`config.mk`:
```
export PLATFORM = sky130hd
export DESIGN_NAME = dmem_bridge
export DESIGN_NICKNAME = d
export VERILOG_FILES = /design/src/rtl/mips_pkg.sv /design/src/rtl/wait_counter.sv /design/src/rtl/dmem_bridge.sv
export SDC_FILE = /design/constraint.sdc
export NUM_CORES = 1
export LEC_CHECK = 0
export ABC_AREA = 1
export CORE_MARGIN = 4
export CORE_UTILIZATION = 30
export CTS_CLUSTER_DIAMETER = 80
export DETAILED_ROUTE_END_ITERATION = 7
export DONT_BUFFER_PORTS = 1
export SLEW_MARGIN = 20
export SYNTH_ARGS = -nofsm -noshare
export SYNTH_HDL_FRONTEND = slang
export SYNTH_SLANG_ARGS = --single-unit
```
`constraint.sdc`:
```
create_clock -name clock -period 2.1 [get_ports clock]
set_input_delay 0.315 -clock clock [delete_from_list [all_inputs] [get_ports clock]]
set_output_delay 0.315 -clock clock [all_outputs]
set_load 0.01 [all_outputs]
```
`src/rtl/mips_pkg.sv`:
```
// Shared definitions for the data-memory bridge: FSM state encoding and
// default bus-timeout constants.
package mips_pkg;

  typedef enum logic [1:0] {
    IDLE = 2'd0,
    REQ  = 2'd1,
    RESP = 2'd2
  } bridge_state_t;

  localparam int DMEM_TIMEOUT = 255;
  localparam int WAIT_CNT_W   = 16;

endpackage

```
`src/rtl/wait_counter.sv`:
```
// Bus wait counter: cleared while idle, counts unacknowledged REQ cycles,
// flags when the count reaches LIMIT.
module wait_counter
  import mips_pkg::*;
#(
  parameter int LIMIT = DMEM_TIMEOUT
) (
  input  logic                  clock,
  input  logic                  reset,
  input  logic                  clear,
  input  logic                  enable,
  output logic [WAIT_CNT_W-1:0] count,
  output logic                  expired
);

  localparam logic [WAIT_CNT_W-1:0] LIMIT_W = WAIT_CNT_W'(LIMIT);

  // NOTE: sequential state uses non-blocking assignments so every flop
  // samples pre-edge values, independent of block ordering.
  always_ff @(posedge clock) begin
    if (reset || clear) begin
      count <= '0;
    end else if (enable && !expired) begin
      count <= count + 1'b1;
    end
  end

  assign expired = (count == LIMIT_W);

endmodule

```
`src/rtl/dmem_bridge.sv`:
```
// Core-to-bus data memory bridge: stalls the core while a load/store runs
// on a req/ack bus, with timeout. Optional DMEM_ALIGN_CHECK_EN rejects
// misaligned word accesses without touching the bus.
module dmem_bridge
  import mips_pkg::*;
#(
  parameter int TIMEOUT = DMEM_TIMEOUT
) (
  input  logic        clock,
  input  logic        reset,
  input  logic        mem_re,
  input  logic        mem_we,
  input  logic [31:0] addr,
  input  logic [31:0] wd,
  output logic [31:0] rd,
  output logic        stall,
  output logic        bus_req,
  output logic        bus_we,
  output logic [31:0] bus_addr,
  output logic [31:0] bus_wdata,
  input  logic        bus_ack,
  input  logic [31:0] bus_rdata,
  output logic        err
);

  bridge_state_t state, next_state;

  logic                  access;
  logic                  expired;
  logic [WAIT_CNT_W-1:0] count_unused;

  assign access = mem_re | mem_we;

`ifdef DMEM_ALIGN_CHECK_EN
  logic misaligned;
  assign misaligned = |addr[1:0];
`endif

  wait_counter #(
    .LIMIT(TIMEOUT)
  ) u_wait_counter (
    .clock  (clock),
    .reset  (reset),
    .clear  (state != REQ),
    .enable ((state == REQ) && !bus_ack),
    .count  (count_unused),
    .expired(expired)
  );

  always_ff @(posedge clock) begin
    if (reset) begin
      state <= IDLE;
    end else begin
      state <= next_state;
    end
  end

  // NOTE: next_state gets a default before the case so no path leaves it
  // unassigned, which would otherwise infer a latch.
  always_comb begin
    next_state = state;
    case (state)
      IDLE: begin
        if (access) begin
`ifdef DMEM_ALIGN_CHECK_EN
          next_state = misaligned ? RESP : REQ;
`else
          next_state = REQ;
`endif
        end
      end
      REQ:     if (bus_ack || expired) next_state = RESP;
      RESP:    next_state = IDLE;
      default: next_state = IDLE;
    endcase
  end

  // Request fields are latched once on acceptance and held for the whole
  // REQ phase; a store wins when both request lines are high.
  always_ff @(posedge clock) begin
    if (reset) begin
      rd        <= '0;
      bus_addr  <= '0;
      bus_wdata <= '0;
      bus_we    <= 1'b0;
      err       <= 1'b0;
    end else begin
      case (state)
        IDLE: begin
          if (access) begin
`ifdef DMEM_ALIGN_CHECK_EN
            if (misaligned) begin
              err <= 1'b1;
            end else begin
              bus_addr  <= addr;
              bus_wdata <= wd;
              bus_we    <= mem_we;
            end
`else
            bus_addr  <= addr;
            bus_wdata <= wd;
            bus_we    <= mem_we;
`endif
          end
        end
        REQ: begin
          if (bus_ack) begin
            if (!bus_we) rd <= bus_rdata;
          end else if (expired) begin
            if (!bus_we) rd <= '0;
            err <= 1'b1;
          end
        end
        default: ;
      endcase
    end
  end

  assign bus_req = (state == REQ);
  assign stall   = ((state == IDLE) && access) || (state == REQ);

endmodule

```
## Yosys cells after proc, flatten, opt, wreduce, memory -nomap -nowiden

Index checks and enable logic that the tools add are counted.

- Latch bits: 0
- Output and inout bits: 100
- Bits in writable memories: 0
- Memories: 0
- Logic and storage cells: 38
- Flip-flop bits (word level): 116
- Memory bits (read-only): 0

- Multiply operators: 0
- $lt $le $gt $ge: 0
- Div/mod/pow operators: 0
- Add/sub/neg operators: 1
- Multiplexer cells: 7
- Reduce and logical (&&, ||, !) cells: 14
- Shifts and indexed selects: 0
- Eq/ne operators: 7
- Bitwise operators: 2

Operators by type and width:

| operator | number |
|---|---|
| $mux W32 | 4 |
| $add A16 B1 Y16 const B | 1 |
| $eq A16 B8 Y1 const B | 1 |
| $ne A2 B2 Y1 const B | 3 |
| $mux W2 | 2 |
| $ne A2 B1 Y1 const B | 2 |
| $pmux W2 S2 | 1 |
| $reduce_and A2 Y1 | 2 |
| $reduce_and A4 Y1 | 1 |
| $logic_and A1 B1 Y1 | 3 |
| $logic_or A1 B1 Y1 | 3 |
| $reduce_and A3 Y1 | 1 |
| $eq A2 B1 Y1 const B | 1 |
| $logic_not A1 Y1 | 2 |
| $logic_not A2 Y1 | 1 |
| $reduce_bool A2 Y1 | 1 |
| $not A1 Y1 | 1 |
| $or A1 B1 Y1 | 1 |

## Logic depth before layout (Yosys ltp)

Gate-level depths: netlist of run 1.

- Depth in word-level cells: 4
- Depth in mapped cells: 11

## Cells and area by module

From an unflattened synthesis of run 1, not the netlist that was laid out.

- Cell total of the unflattened synthesis: 730
- Area total of the unflattened synthesis: 5,051.1 sq um

Modules (own cells, without submodules):

| module | area each (sq um) | cells an instance | times used |
|---|---|---|---|
| dmem_bridge | 4,091.4 | 579 | 1 |
| wait_counter | 959.7 | 151 | 1 |

## Least setup slack after synthesis of run 1

Ideal clock, no wire load.

- Path kind: register to register
- Start point: register u_wait_counter.count[0]
- End point: register rd[5]
- Path buffers: 1
- Arrival time: 1.411 ns
- Setup slack: 0.574 ns
- Setup time: 0.115 ns
- Period minus slack after synthesis: 1.526 ns
- Stages on the path, launching flop included: 12
- Path through: dfxtp_1 ha_1 inv_1 nor2_4 nand2_2 inv_2 nand2_4 nand2_8 buf_4 nand3_1 nand2_1 nor2_1

- Longest elaborated chain between the ends: 3
- Elaborated cells on any way between the ends: 4
- Classes of those cells: eq/ne (2); reduce/logical (2)

Ends and longest elaborated chain:

| element | RTL line | source |
|---|---|---|
| from (decl) | wait_counter.sv:12 | `output logic [WAIT_CNT_W-1:0] count,` |
| from (signal assigned) | wait_counter.sv:24 | `count <= count + 1'b1;` |
| $eq A16 B8 Y1 (*) | wait_counter.sv:28 | `assign expired = (count == LIMIT_W);` |
| $ne A2 B2 Y1 (no source line) / $reduce_bool A2 Y1 (equally long branches) | - |  |
| $reduce_and A4 Y1 (no source line) (*) | - |  |
| to (signal assigned) | dmem_bridge.sv:108 | `if (!bus_we) rd <= bus_rdata;` |
| to (decl) | dmem_bridge.sv:15 | `output logic [31:0] rd,` |

Every way passes the cells marked *; elsewhere a longest branch is shown, timed or not.
A chain may end at the register's enable or synchronous reset.

## Worst setup path in the final report of run 1

- Start point: register u_wait_counter.count[0]
- End point: register rd[28]

Same word-level chain as after synthesis.

==> results of run 1 <==
[per-layer routing]
layer | share of wire [%] | vias up | routed length, um | global-route usage [%]
met5 | 0.21 | - | 26 | 0
met4 | 1.3 | 4 | 165 | 4.98
met3 | 7.8 | 15 | 954 | 5.18
met2 | 48 | 113 | 5930 | 21.8
met1 | 42 | 1828 | 5210 | 16.0
li1 | - | 2105 | - | -
[power breakdown]
group / internal [mW] / switching [mW] / leakage (nW)
Sequential: 2.39 / 0.217 / 0.955
Clock: 1.92 / 0.976 / 0.282
Combinational: 0.181 / 0.343 / 0.935
Total: 4.48 / 1.54 / 2.17
[per-stage QoR]
| stage | hold WS (ns) | total power, mW | util, % | instances |
|---|---|---|---|---|
| 4_1_cts | 0.0336 | 6.12 | 35.7 | 873 |
| 3_5_place_dp | 0.388 | 3.18 | 31.8 | 842 |
| 2_1_floorplan | 0.384 | 3.05 | - | 668 |
| 6_report | 0.0610 | 6.02 | 35.7 | 873 |
| 5_1_grt | 0.0656 | 6.32 | 35.7 | 873 |
| 3_3_place_gp | 0.386 | 3.17 | 31.8 | 842 |
[flip-flops by register name, summed over array words and instances, names as in the netlist]
signal                count
bus_addr                 32
bus_wdata                32
rd                       32
u_wait_counter.count     16
state                     2
bus_we                    1
err                       1
[layout make-up]
class | count | share of cell area (%)
inverter | 22 | 1.50
clock buffer | 22 | 8.43
sequential | 116 | 42.2
clock inverter | 8 | 2.32
tap | 211 | 4.80
timing repair buffer | 6 | 1.55
multi-input combinational | 488 | 39.2
[cells in the mapped netlist, types with 4 or more instances]
master,n,area [um2]
nor2_1,183,687
nand2_1,129,484
dfxtp_1,116,2320
o21ai_0,68,340
a21oi_1,47,235
nand3_1,37,185
clkbuf_1,22,82.6
inv_1,19,71.3
buf_1,6,22.5
buf_6,5,56.3
buf_2,4,20.0
nand4_1,4,25.0
[final timing paths]
path,start,end,slack [ns],cells after the start
setup / recovery,u_wait_counter.count[0],rd[28],0.30,10
setup reg to reg,u_wait_counter.count[0],rd[28],0.30,10
hold / removal,mem_we,bus_we,0.06,2
hold reg to reg,u_wait_counter.count[15],u_wait_counter.count[15],0.50,2
[layout by cell type (no fill, tap or decap), types with 3 or more instances in the layout]
cell       netlist  routed
inv_2            3       4
clkbuf_16        0      17
o21ai_0         68      68
nand3_1         37      37
xnor2_1          3       3
dfxtp_1        116     116
bufinv_16        0       3
nand2_1        129     129
nor2_1         183     182
buf_12           1       3
inv_1           19      18
clkbuf_1        22       3
nand4_1          4       4
xor2_1           3       3
a21oi_1         47      47
[worst max-delay path: cells and delay by family, from the launching register on]
family | cells | cell delay (ns)
AOI/OAI and AO/OA | 1 | 0.05
adders and majority gates | 1 | 0.24
and+or+nand+nor | 6 | 0.84
DFF | 1 | 0.36
buffers and inverters | 2 | 0.16
[kinds of logic (layout without fill, tap and decap cells)]
family / Yosys count / in the layout / synth area share, %
buffers and inverters: 64 / 58 / 6.72
XOR/XNOR: 6 / 6 / 1.10
flip-flops: 116 / 116 / 48.5
adder cells (fa/ha/maj): 1 / 1 / 0.262
AND/OR/NAND/NOR: 362 / 362 / 30.7
AO/OA/AOI/OAI: 119 / 119 / 12.7
==> impl_metrics.csv, run 1 <==
group,metric,value,unit
outcome,run_status,"finished clean",
die,initial_core_util,31.0,%
clock_network,path_clk_slew,0.06,ns
yosys,async_flop_share,0,%
sta,worst_pin_slew,0.519,ns
global_route,grt_max_degree,64,
sta,finalClockSkew,0.00937,ns
yosys,yosysSeqAreaShare,48.5,%
setup_path,end_kind,"flip-flop",
die,rows,45,
yosys,avgSynthCellArea,7.16,um2
sta,rsz0062_at_grt,"no",
yosys,syn_nets,770,
yosys,synth.distinct_cells,29,
die,pin_count,201,
layout,syn_to_final_growth,15.1,%
setup_path,cp_cell_sequence,"ha_1, inv_1, nor2_4, nand2_2, inv_2, nand2_4, nand2_8, nand2_1, nand2_1, a21oi_1",
yosys,synth-seq-cells,116,
detailed_routing,num_vias,4065,
detailed_routing,vias_per_cell,4.66,
layout,drive_above_1_share,7.25,%
sta,hold_viol,0,
die,die_x,134,um
placed_design,post-place-ws,0.306,ns
global_route,grt_pass1_vias,3719,
sta,max_freq,557,MHz
setup_path,worstPathRequired,2.39,ns
sta,fin_ws,0.304,ns
setup_path,worst_ep_arrival_time,2.08,ns
setup_path,critPathLaunchType,"flip-flop",
sta,setup_violations,0,
yosys,synth_warnings,0,
layout,final-seq-area,2320,um2
placed_design,placed_area,4900,um2
power,peakVddDrop,0.000609,V
sta,finalCriticalPeriod,1.80,ns
power,p_leak,2.17,nW
die,fp.dieArea,18000,um2
clock_network,cts_resized,0,
detailed_routing,dr.first_iter.drc_count,158,
setup_path,path_class,"flip-flop to flip-flop",
setup_path,crit_fanout,62,
die,core_area,15400,um2
sta,maxSlewHeadroom,65.4,%
yosys,synthesis.instances,668,
clock_network,clk-insertion-delay-late,0.40,ns
clock_network,ctsHoldBuffers,1,
sta,slew_violations,0,
run,maxCapViolCount,0,
global_route,grt_pass1_wl,19500,um
detailed_routing,wl,12300,um
yosys,synthFlopType,"dfxtp_1",
detailed_routing,remaining_drc_errors,0,
layout,fill_cells,1681,
global_route,grt_overflow_total,0,
die,die_h,134,um
layout,design_area,5500,um2
clock_network,cts_max_level,4,
layout,multiInputGateArea,2160,um2
clock_network,cts-root-buf,"clkbuf_16",
clock_network,cts-buffers-inserted,17,
clock_network,cts_tree,"yes",
detailed_routing,dr.pass1.iters,4,
placed_design,portBuffers,0,
setup_path,critPathMaxStageDelay,0.36,ns
layout,diodes,0,
hold_path,min_path_type,"input port to flip-flop",
setup_path,crit_top_cell,"nand2_1",
setup_path,critPathSlowestCell,"dfxtp_1",
detailed_routing,wl_per_cell,14.1,um
yosys,synth_edf_count,0,
yosys,netlist_area,4780,um2
power,p_per_area,1090,nW/um2
global_route,track_usage,13.4,%
clock_network,clockBufferDepth,2,
sta,period_share,85.5,%
detailed_routing,final_antenna_net_count,0,
clock_network,cts.sinks,116,
placed_design,routabilityCongestion,0.772,
placed_design,dp_hpwl,8390,um
sta,fin_setup_tns,0,ns
layout,nets,753,
global_route,antenna_found_initial,2,
clock_network,post_cts_buffers,0,
(Power assumes the default switching activity.)
==> run 2, diff against run 1 <==
- CORE_UTILIZATION: 30 -> 55
- PLACE_DENSITY: not set -> 0.74
==> run 2 against run 1 <==
Cell area rose by 7.3%. First-iteration DRC count rose by 38%. Register-to-register slack got worse by 0.06 ns. Critical endpoint is now rd[0].
==> impl_metrics.csv, run 2 (synthesized netlist as in run 1, its figures left out) <==
group,metric,value,unit
clock_network,clockBufferDepth,2,
placed_design,routabilityCongestion,0.857,
die,pin_count,201,
setup_path,r2r-start,"u_wait_counter.count[1]",
sta,slew_violations,0,
die,fp.dieArea,10300,um2
clock_network,cts-buffers-inserted,17,
die,rows,33,
sta,period_share,88.5,%
layout,nets,813,
layout,fin_cells,829,
global_route,grt_pass1_vias,4207,
power,peakVddDrop,0.000710,V
setup_path,rr_endpoint,"rd[0]",
layout,drive_above_1_share,7.60,%
die,die_h,101,um
clock_network,post_cts_buffers,0,
clock_network,cts_max_level,4,
setup_path,worst_ep_arrival_time,2.25,ns
power,p_leak,2.40,nW
clock_network,clk-insertion-delay-late,0.50,ns
clock_network,ctsHoldBuffers,58,
layout,syn_to_final_growth,23.5,%
global_route,grt_overflow_total,0,
placed_design,dp.cells,738,
detailed_routing,remaining_drc_errors,0,
detailed_routing,vias_per_cell,5.38,
setup_path,r2r_slack,0.24,ns
setup_path,crit_fanout,62,
setup_path,path_delay_family,"simple AND/OR/NAND/NOR gates",
die,core_area,8340,um2
setup_path,end_kind,"flip-flop",
setup_path,cp_cell_sequence,"ha_1, inv_1, nor2_4, nand2_2, inv_2, nand2_4, nand2_8, nand3_1, nand2_1, nor2_1",
outcome,run_status,"finished clean",
run,maxCapViolCount,0,
die,die_x,101,um
clock_network,cts.sinks,116,
setup_path,path_class,"flip-flop to flip-flop",
sta,finalClockSkew,0.00805,ns
layout,fill_cells,649,
setup_path,worstPathRequired,2.49,ns
sta,max_freq,538,MHz
placed_design,dp_hpwl,7910,um
setup_path,rr_worst_depth,10,
sta,maxSlewHeadroom,65.9,%
detailed_routing,num_vias,4459,
clock_network,cts_tree,"yes",
detailed_routing,dr.pass1.iters,5,
detailed_routing,final_antenna_net_count,0,
layout,final_cell_mix,"nor2_1, nand2_1, dfxtp_1",
setup_path,critPathSlowestCell,"dfxtp_1",
detailed_routing,wl,12700,um
sta,worst_pin_slew,0.512,ns
sta,finalCriticalPeriod,1.86,ns
die,initial_core_util,57.4,%
placed_design,portBuffers,0,
power,p_per_area,994,nW/um2
sta,fin_setup_tns,0,ns
hold_path,worstHoldStart,"wd[10]",
global_route,track_usage,24.1,%
clock_network,cts_resized,0,
detailed_routing,wl_per_cell,15.3,um
global_route,grt_pass1_wl,19800,um
global_route,antenna_found_initial,0,
sta,setup_violations,0,
hold_path,worstHoldEndpoint,"bus_wdata[10]",
hold_path,hold_depth,2,
hold_path,min_path_type,"input port to flip-flop",
layout,reg_top3,"bus_addr x32, bus_wdata x32, rd x32",
layout,final_common_cell,"nor2_1",
clock_network,cts-root-buf,"clkbuf_8",
setup_path,critPathLaunchType,"flip-flop",
clock_network,path_clk_slew,0.06,ns
sta,rsz0062_at_grt,"no",
sta,hold_viol,0,
setup_path,critPathMaxStageDelay,0.37,ns
setup_path,worst-path-buf-inv,2,
layout,diodes,0,
global_route,grt_max_degree,65,
detailed_routing,dr.first_iter.drc_count,218,
-- run 2: cell count changes in the layout (fill, tap and decap cells not counted), sizes merged, moves of 3 or more --
cell / delta
clkbuf: -4
clkinv: +3
dlygate4sd3: +58
inv: +3
-- run 2: cell type report --
| type | instances | area, um2 | area share [%] |
|---|---|---|---|
| Timing Repair Buffer | 66 | 656 | 11.1 |
| Clock inverter | 14 | 128 | 2.16 |
| Sequential cell | 116 | 2320 | 39.3 |
| Clock buffer | 18 | 428 | 7.25 |
| Inverter | 22 | 82.6 | 1.40 |
| Tap cell | 105 | 131 | 2.22 |
| Multi-Input combinational cell | 488 | 2160 | 36.5 |
-- run 2: worst max-delay path by stage --
stage | from | end | slack [ns] | cells past startpoint
global route | u_wait_counter.count[0] | rd[0] | 0.07 | 10
floorplan | u_wait_counter.count[0] | rd[5] | 0.57 | 11
finish | u_wait_counter.count[1] | rd[0] | 0.24 | 10
global placement | u_wait_counter.count[0] | rd[17] | 0.40 | 10
CTS | u_wait_counter.count[0] | rd[0] | 0.30 | 10
detailed placement | u_wait_counter.count[1] | rd[28] | 0.33 | 10
-- run 2: layer usage --
metal | track usage [%] | vias up | wire, um
met2 | 43.2 | 193 | 6520
li1 | - | 2220 | -
met1 | 25.9 | 2022 | 4730
met4 | 8.90 | 0 | 261
met3 | 8.61 | 24 | 1170
met5 | 0 | - | 0
-- run 2: power breakdown --
part / total (mW) / internal, mW / switching (mW)
registers: 2.60 / 2.39 / 0.216
logic: 0.616 / 0.244 / 0.372
clock network: 2.65 / 1.61 / 1.05
total: 5.87 / 4.23 / 1.64
-- run 2: metrics by stage --
step	setup slack, ns	power, mW	cell area [um2]	utilization (%)	hold slack [ns]
after global placement	0.403	3.13	4760	57.1	0.385
final	0.242	5.87	5910	70.8	0.0162
after detailed placement	0.330	3.16	4760	57.1	0.389
after floorplan	0.574	3.05	4780	-	0.384
after CTS	0.299	5.88	5900	70.7	0.00476
after global routing	0.0698	6.12	5910	70.8	0.0321
==> RTL edit 1: new RTL, flow settings as in run 2 <==
Set the package constant `WAIT_CNT_W` to 14 (it was 16).
--- a/src/rtl/mips_pkg.sv
+++ b/src/rtl/mips_pkg.sv
@@ -11,3 +11,3 @@
   localparam int DMEM_TIMEOUT = 255;
-  localparam int WAIT_CNT_W   = 16;
+  localparam int WAIT_CNT_W   = 14;
 
Formal check against the unedited RTL: same outputs for any inputs over 4 cycles, from zero or initial values and one cycle with reset high; that may be too few to reach the edited logic, so the function may still have changed.
==> RTL edit 1 against run 2 <==
  * Area after synthesis down 1.7%
  * First-iteration DRC count is 9.6% lower
  * Routed wire length increased by 4.0%
  * Count of clock-buffer cells in the layout is 3 higher
  * Power is 3.7% higher
  * Non-clock buffer count up 4
  * Setup slack got worse by 68 ps
  * Cell area rose by 0.81%
  * Worst hold slack better by 0.64 ps
  * Sequential cell count is 2 lower
==> RTL edit 1: results <==
<?xml version="1.0" encoding="UTF-8"?>
<metrics>
  <group name="status">
    <metric name="run_status" unit="">completed</metric>
  </group>
  <group name="cells_and_area">
    <metric name="layout-drive-gt1-share" unit="%">7.23</metric>
    <metric name="layout.nets" unit="">809</metric>
  </group>
  <group name="logic_synthesis">
    <metric name="yosysUniqueCellTypes" unit="">26</metric>
    <metric name="synth.top_cells.by_count" unit="">190 x nor2_1, 119 x nand2_1, 114 x dfxtp_1, 43 x a21oi_1, 42 x o21ai_0</metric>
    <metric name="synth.yosys.seq_area_share" unit="%">48.5</metric>
    <metric name="postSynthNetCount" unit="">760</metric>
  </group>
  <group name="timing">
    <metric name="clock-skew-final" unit="ps">11.3</metric>
    <metric name="fin_worst_hold_slack" unit="ps">16.8</metric>
    <metric name="worst_slew_pin_slew" unit="ps">436</metric>
  </group>
  <group name="routing">
    <metric name="wl_met1" unit="mm">4.85</metric>
    <metric name="viasPerCell" unit="">5.43</metric>
    <metric name="wl_per_cell" unit="µm">16.0</metric>
    <metric name="met3RoutedLength" unit="mm">1.41</metric>
    <metric name="totalWireLength" unit="mm">13.2</metric>
  </group>
  <group name="placed_design">
    <metric name="placedCellCount" unit="">729</metric>
    <metric name="place_ws" unit="ps">299</metric>
    <metric name="postPlaceCellArea" unit="µm²">4730</metric>
  </group>
  <group name="floorplanning">
    <metric name="die_area" unit="µm²">10100</metric>
  </group>
  <group name="global_route">
    <metric name="use_met1" unit="%">28.7</metric>
    <metric name="global_route.usage.total" unit="%">25.9</metric>
    <metric name="first_global_vias" unit="">4252</metric>
    <metric name="fraction_of_met3_tracks_used_by_global_routing" unit="%">9.83</metric>
    <metric name="grt_util_met2" unit="%">43.6</metric>
    <metric name="wire_length_of_the_first_global_routing_pass" unit="mm">20.8</metric>
  </group>
  <group name="power">
    <metric name="irDropWorstVdd" unit="V">0.000633</metric>
  </group>
  <group name="critical_path">
    <metric name="reg2reg_depth" unit="">9</metric>
    <metric name="crit_fanout" unit="">67</metric>
    <metric name="timing.rr.start" unit="">u_wait_counter.count[0]$_SDFFE_PP0P_</metric>
    <metric name="crit-reg2reg-capture" unit="">rd[23]$_SDFFE_PP0P_</metric>
  </group>
  <group name="min_path">
    <metric name="worstHoldEndpoint" unit="">bus_wdata[8]$_SDFFE_PP0P_</metric>
    <metric name="hold_path_startpoint" unit="">wd[8]</metric>
  </group>
</metrics>
==> RTL edit 1: critical path, stage by stage, from the launching register on <==
cell and delay, ps:
dfxtp_1 360, nor2_1 110, o21ai_4 80, buf_6 380, nand2_1 180
==> RTL edit 1: how the worst max path moves through the flow <==
stage	start	end	slack, ps
after global placement	u_wait_counter.count[0]$_SDFFE_PP0P_	rd[11]$_SDFFE_PP0P_	390
after global routing	state[0]$_SDFFE_PP0P_	stall	70
after CTS	state[0]$_SDFFE_PP0P_	stall	0.1
final	state[0]$_SDFFE_PP0P_	stall	170
after floorplan	u_wait_counter.count[0]$_SDFFE_PP0P_	rd[22]$_SDFFE_PP0P_	590
after detailed placement	u_wait_counter.count[0]$_SDFFE_PP0P_	rd[23]$_SDFFE_PP0P_	300
==> RTL edit 1: kinds of logic after synthesis <==
family | Yosys count | share of synthesized area (%)
xor+xnor | 6 | 1.12
simple gates | 359 | 31.6
buf+inv | 68 | 6.76
flops | 114 | 48.5
fa+ha+maj | 1 | 0.266
compound gates | 110 | 11.7
==> RTL edit 1: timing repair <==
item,CTS,global route
hold buffers,64,0
buffers inserted,0,0
setup endpoints to repair,0,1
gates resized for setup,0,1
endpoints found under the hold margin,67,0
==> RTL edit 1: power by group <==
group	leakage [nW]	switching (mW)	internal, mW
clock	0.284	0.978	1.85
sequential	0.939	0.234	2.35
combinational	1.30	0.394	0.274
==> RTL edit 1: layout make-up <==
class                           instances  share of cell area [%]
Clock buffer                           21                    7.55
Inverter                               28                    1.77
Sequential cell                       114                    38.3
Timing Repair Buffer                   70                    12.4
Tap cell                              105                    2.21
Multi-Input combinational cell        476                    35.5
Clock inverter                         10                    2.25
==> RTL edit 2: new RTL, settings of run 2 <==
Made on the original files. The 3 states of `bridge_state_t` get a one-hot encoding in 3 bits.
--- a/src/rtl/mips_pkg.sv
+++ b/src/rtl/mips_pkg.sv
@@ -4,6 +4,6 @@
 
-  typedef enum logic [1:0] {
-    IDLE = 2'd0,
-    REQ  = 2'd1,
-    RESP = 2'd2
+  typedef enum logic [2:0] {
+    IDLE = 3'b001,
+    REQ  = 3'b010,
+    RESP = 3'b100
   } bridge_state_t;
Check against the original RTL: same outputs for any inputs over 4 cycles, from zero or initial values and one cycle with reset high; so few cycles prove little.
==> RTL edit 2 against run 2 <==
  * Cell area increased by 7.5%
  * Power rose by 6.5%
  * Sequential cell count grew 1
  * Routed wire length grew 15%
  * Area after synthesis is 4.4% higher
  * Clock power is 10% higher
  * Maximum frequency is 6.5% lower
  * Critical path depth fell by 6
  * Sequential power rose by 2%
  * Setup slack got worse by 130 ps
  * Largest power group unchanged
==> RTL edit 2: results <==
<?xml version="1.0" encoding="UTF-8"?>
<metrics>
  <group name="routing">
    <metric name="violation_count_after_the_first_detailed_routing_iteration" unit="">360</metric>
    <metric name="number_of_vias_in_the_routed_layout" unit="">4978</metric>
    <metric name="wl_per_cell" unit="µm">16.0</metric>
  </group>
  <group name="cells_and_area">
    <metric name="layout.nets" unit="">897</metric>
    <metric name="nFillCells" unit="">634</metric>
    <metric name="layout-drive-gt1-share" unit="%">6.44</metric>
    <metric name="layoutNonFillerInstCount" unit="">915</metric>
  </group>
  <group name="logic_synthesis">
    <metric name="yosys.area_share.xor_xnor" unit="%">1.23</metric>
    <metric name="synth.top_cells.by_count" unit="">187 x nor2_1, 168 x nand2_1, 117 x dfxtp_1, 82 x inv_1, 68 x o21ai_0</metric>
    <metric name="synth_adder_area_share" unit="%">0.251</metric>
    <metric name="synth.yosys.seq_area_share" unit="%">46.9</metric>
    <metric name="postSynthNetCount" unit="">844</metric>
    <metric name="postSynthAreaPerCell" unit="µm²">6.73</metric>
    <metric name="synth_compound_gate_area_share" unit="%">8.67</metric>
    <metric name="synth_area_leaders" unit="">dfxtp_1 47%, nor2_1 14%, nand2_1 13%, o21ai_0 6.8%, inv_1 6.2%</metric>
    <metric name="yosysUniqueCellTypes" unit="">24</metric>
  </group>
  <group name="timing">
    <metric name="slew-limit-headroom" unit="%">64.5</metric>
    <metric name="clock-skew-final" unit="ps">8.20</metric>
  </group>
  <group name="placed_design">
    <metric name="placedCellCount" unit="">817</metric>
    <metric name="postPlaceCellArea" unit="µm²">5070</metric>
    <metric name="dp_hpwl" unit="mm">8.77</metric>
    <metric name="place_ws" unit="ps">173</metric>
    <metric name="finalWeightedCongestion" unit="">0.861</metric>
  </group>
  <group name="clock_tree">
    <metric name="clock_tree.root_cell" unit="">clkbuf_8</metric>
    <metric name="ctsLongestPathBuffers" unit="">2</metric>
    <metric name="cts.repair.resized" unit="">0</metric>
    <metric name="cts_buffers" unit="">17</metric>
    <metric name="worst_setup_hold_path_clk_slew" unit="ps">60</metric>
    <metric name="post-cts-setup-buffers" unit="">0</metric>
    <metric name="cts_hold_repair.buffers" unit="">66</metric>
  </group>
  <group name="critical_path">
    <metric name="crit_fanout" unit="">33</metric>
    <metric name="cpLargestDelayFamily" unit="">buffers and inverters</metric>
    <metric name="crit_path_top_delay_cell" unit="">buf_4</metric>
    <metric name="worst_ep_arrival_time" unit="ps">1670</metric>
    <metric name="cp_slowest_stage_delay" unit="ps">330</metric>
  </group>
  <group name="status">
    <metric name="run_status" unit="">completed</metric>
  </group>
  <group name="power">
    <metric name="irDropWorstVdd" unit="V">0.000807</metric>
    <metric name="p_leak" unit="nW">2.74</metric>
  </group>
  <group name="global_route">
    <metric name="grt_max_degree" unit="">50</metric>
    <metric name="global_route.usage.total" unit="%">27.0</metric>
    <metric name="first_global_vias" unit="">4731</metric>
    <metric name="wire_length_of_the_first_global_routing_pass" unit="mm">22.7</metric>
  </group>
</metrics>
[RTL edit 2: worst paths after layout]
path	from	depth (start not counted)	to	slack [ps]
max	state[2]$_SDFFE_PP0P_	4	bus_req	110
min	bus_ack	2	err$_SDFFE_PP0P_	60
max reg2reg	u_wait_counter.count[0]$_SDFFE_PP0P_	8	u_wait_counter.count[10]$_SDFFE_PP0P_	270
min reg2reg	u_wait_counter.count[15]$_SDFFE_PP0P_	2	u_wait_counter.count[15]$_SDFFE_PP0P_	510
[RTL edit 2: stage by stage]
stage	util [%]	hold WS (ps)
after floorplan	-	384
after global placement	57.8	388
after detailed placement	57.8	389
after CTS	72.2	35.1
after global routing	72.4	68.3
final	72.4	57.6
[RTL edit 2: kinds of logic after synthesis]
logic type | count (synthesis)
AND/OR/NAND/NOR | 403
buffers and inverters | 128
flip-flops | 117
AO/OA/AOI/OAI | 86
XOR/XNOR | 7
adder cells (fa/ha/maj) | 1
[RTL edit 2: layout make-up]
class / instances / area [µm²] / share of cell area, %
sequential: 117 / 2340 / 36.9
multi-input combinational: 498 / 2180 / 34.3
timing repair buffer: 76 / 773 / 12.2
clock buffer: 18 / 428 / 6.74
inverter: 85 / 319 / 5.03
clock inverter: 13 / 173 / 2.72
tap: 108 / 135 / 2.13
[RTL edit 2: layer usage]
| layer | vias up | wire length (µm) | share of wire, % | global-route usage [%] |
|---|---|---|---|---|
| met3 | 39 | 1540 | 11 | 11.1 |
| li1 | 2397 | - | - | - |
| met1 | 2289 | 5370 | 37 | 31.3 |
| met4 | 0 | 394 | 2.7 | 9.76 |
| met5 | - | 0 | 0 | 0 |
| met2 | 253 | 7320 | 50 | 44.9 |
[RTL edit 2: power by group]
group          internal [mW]  total, mW  switching, mW
clock                   1.85       2.92           1.07
combinational          0.257      0.679          0.423
sequential              2.42       2.65          0.235
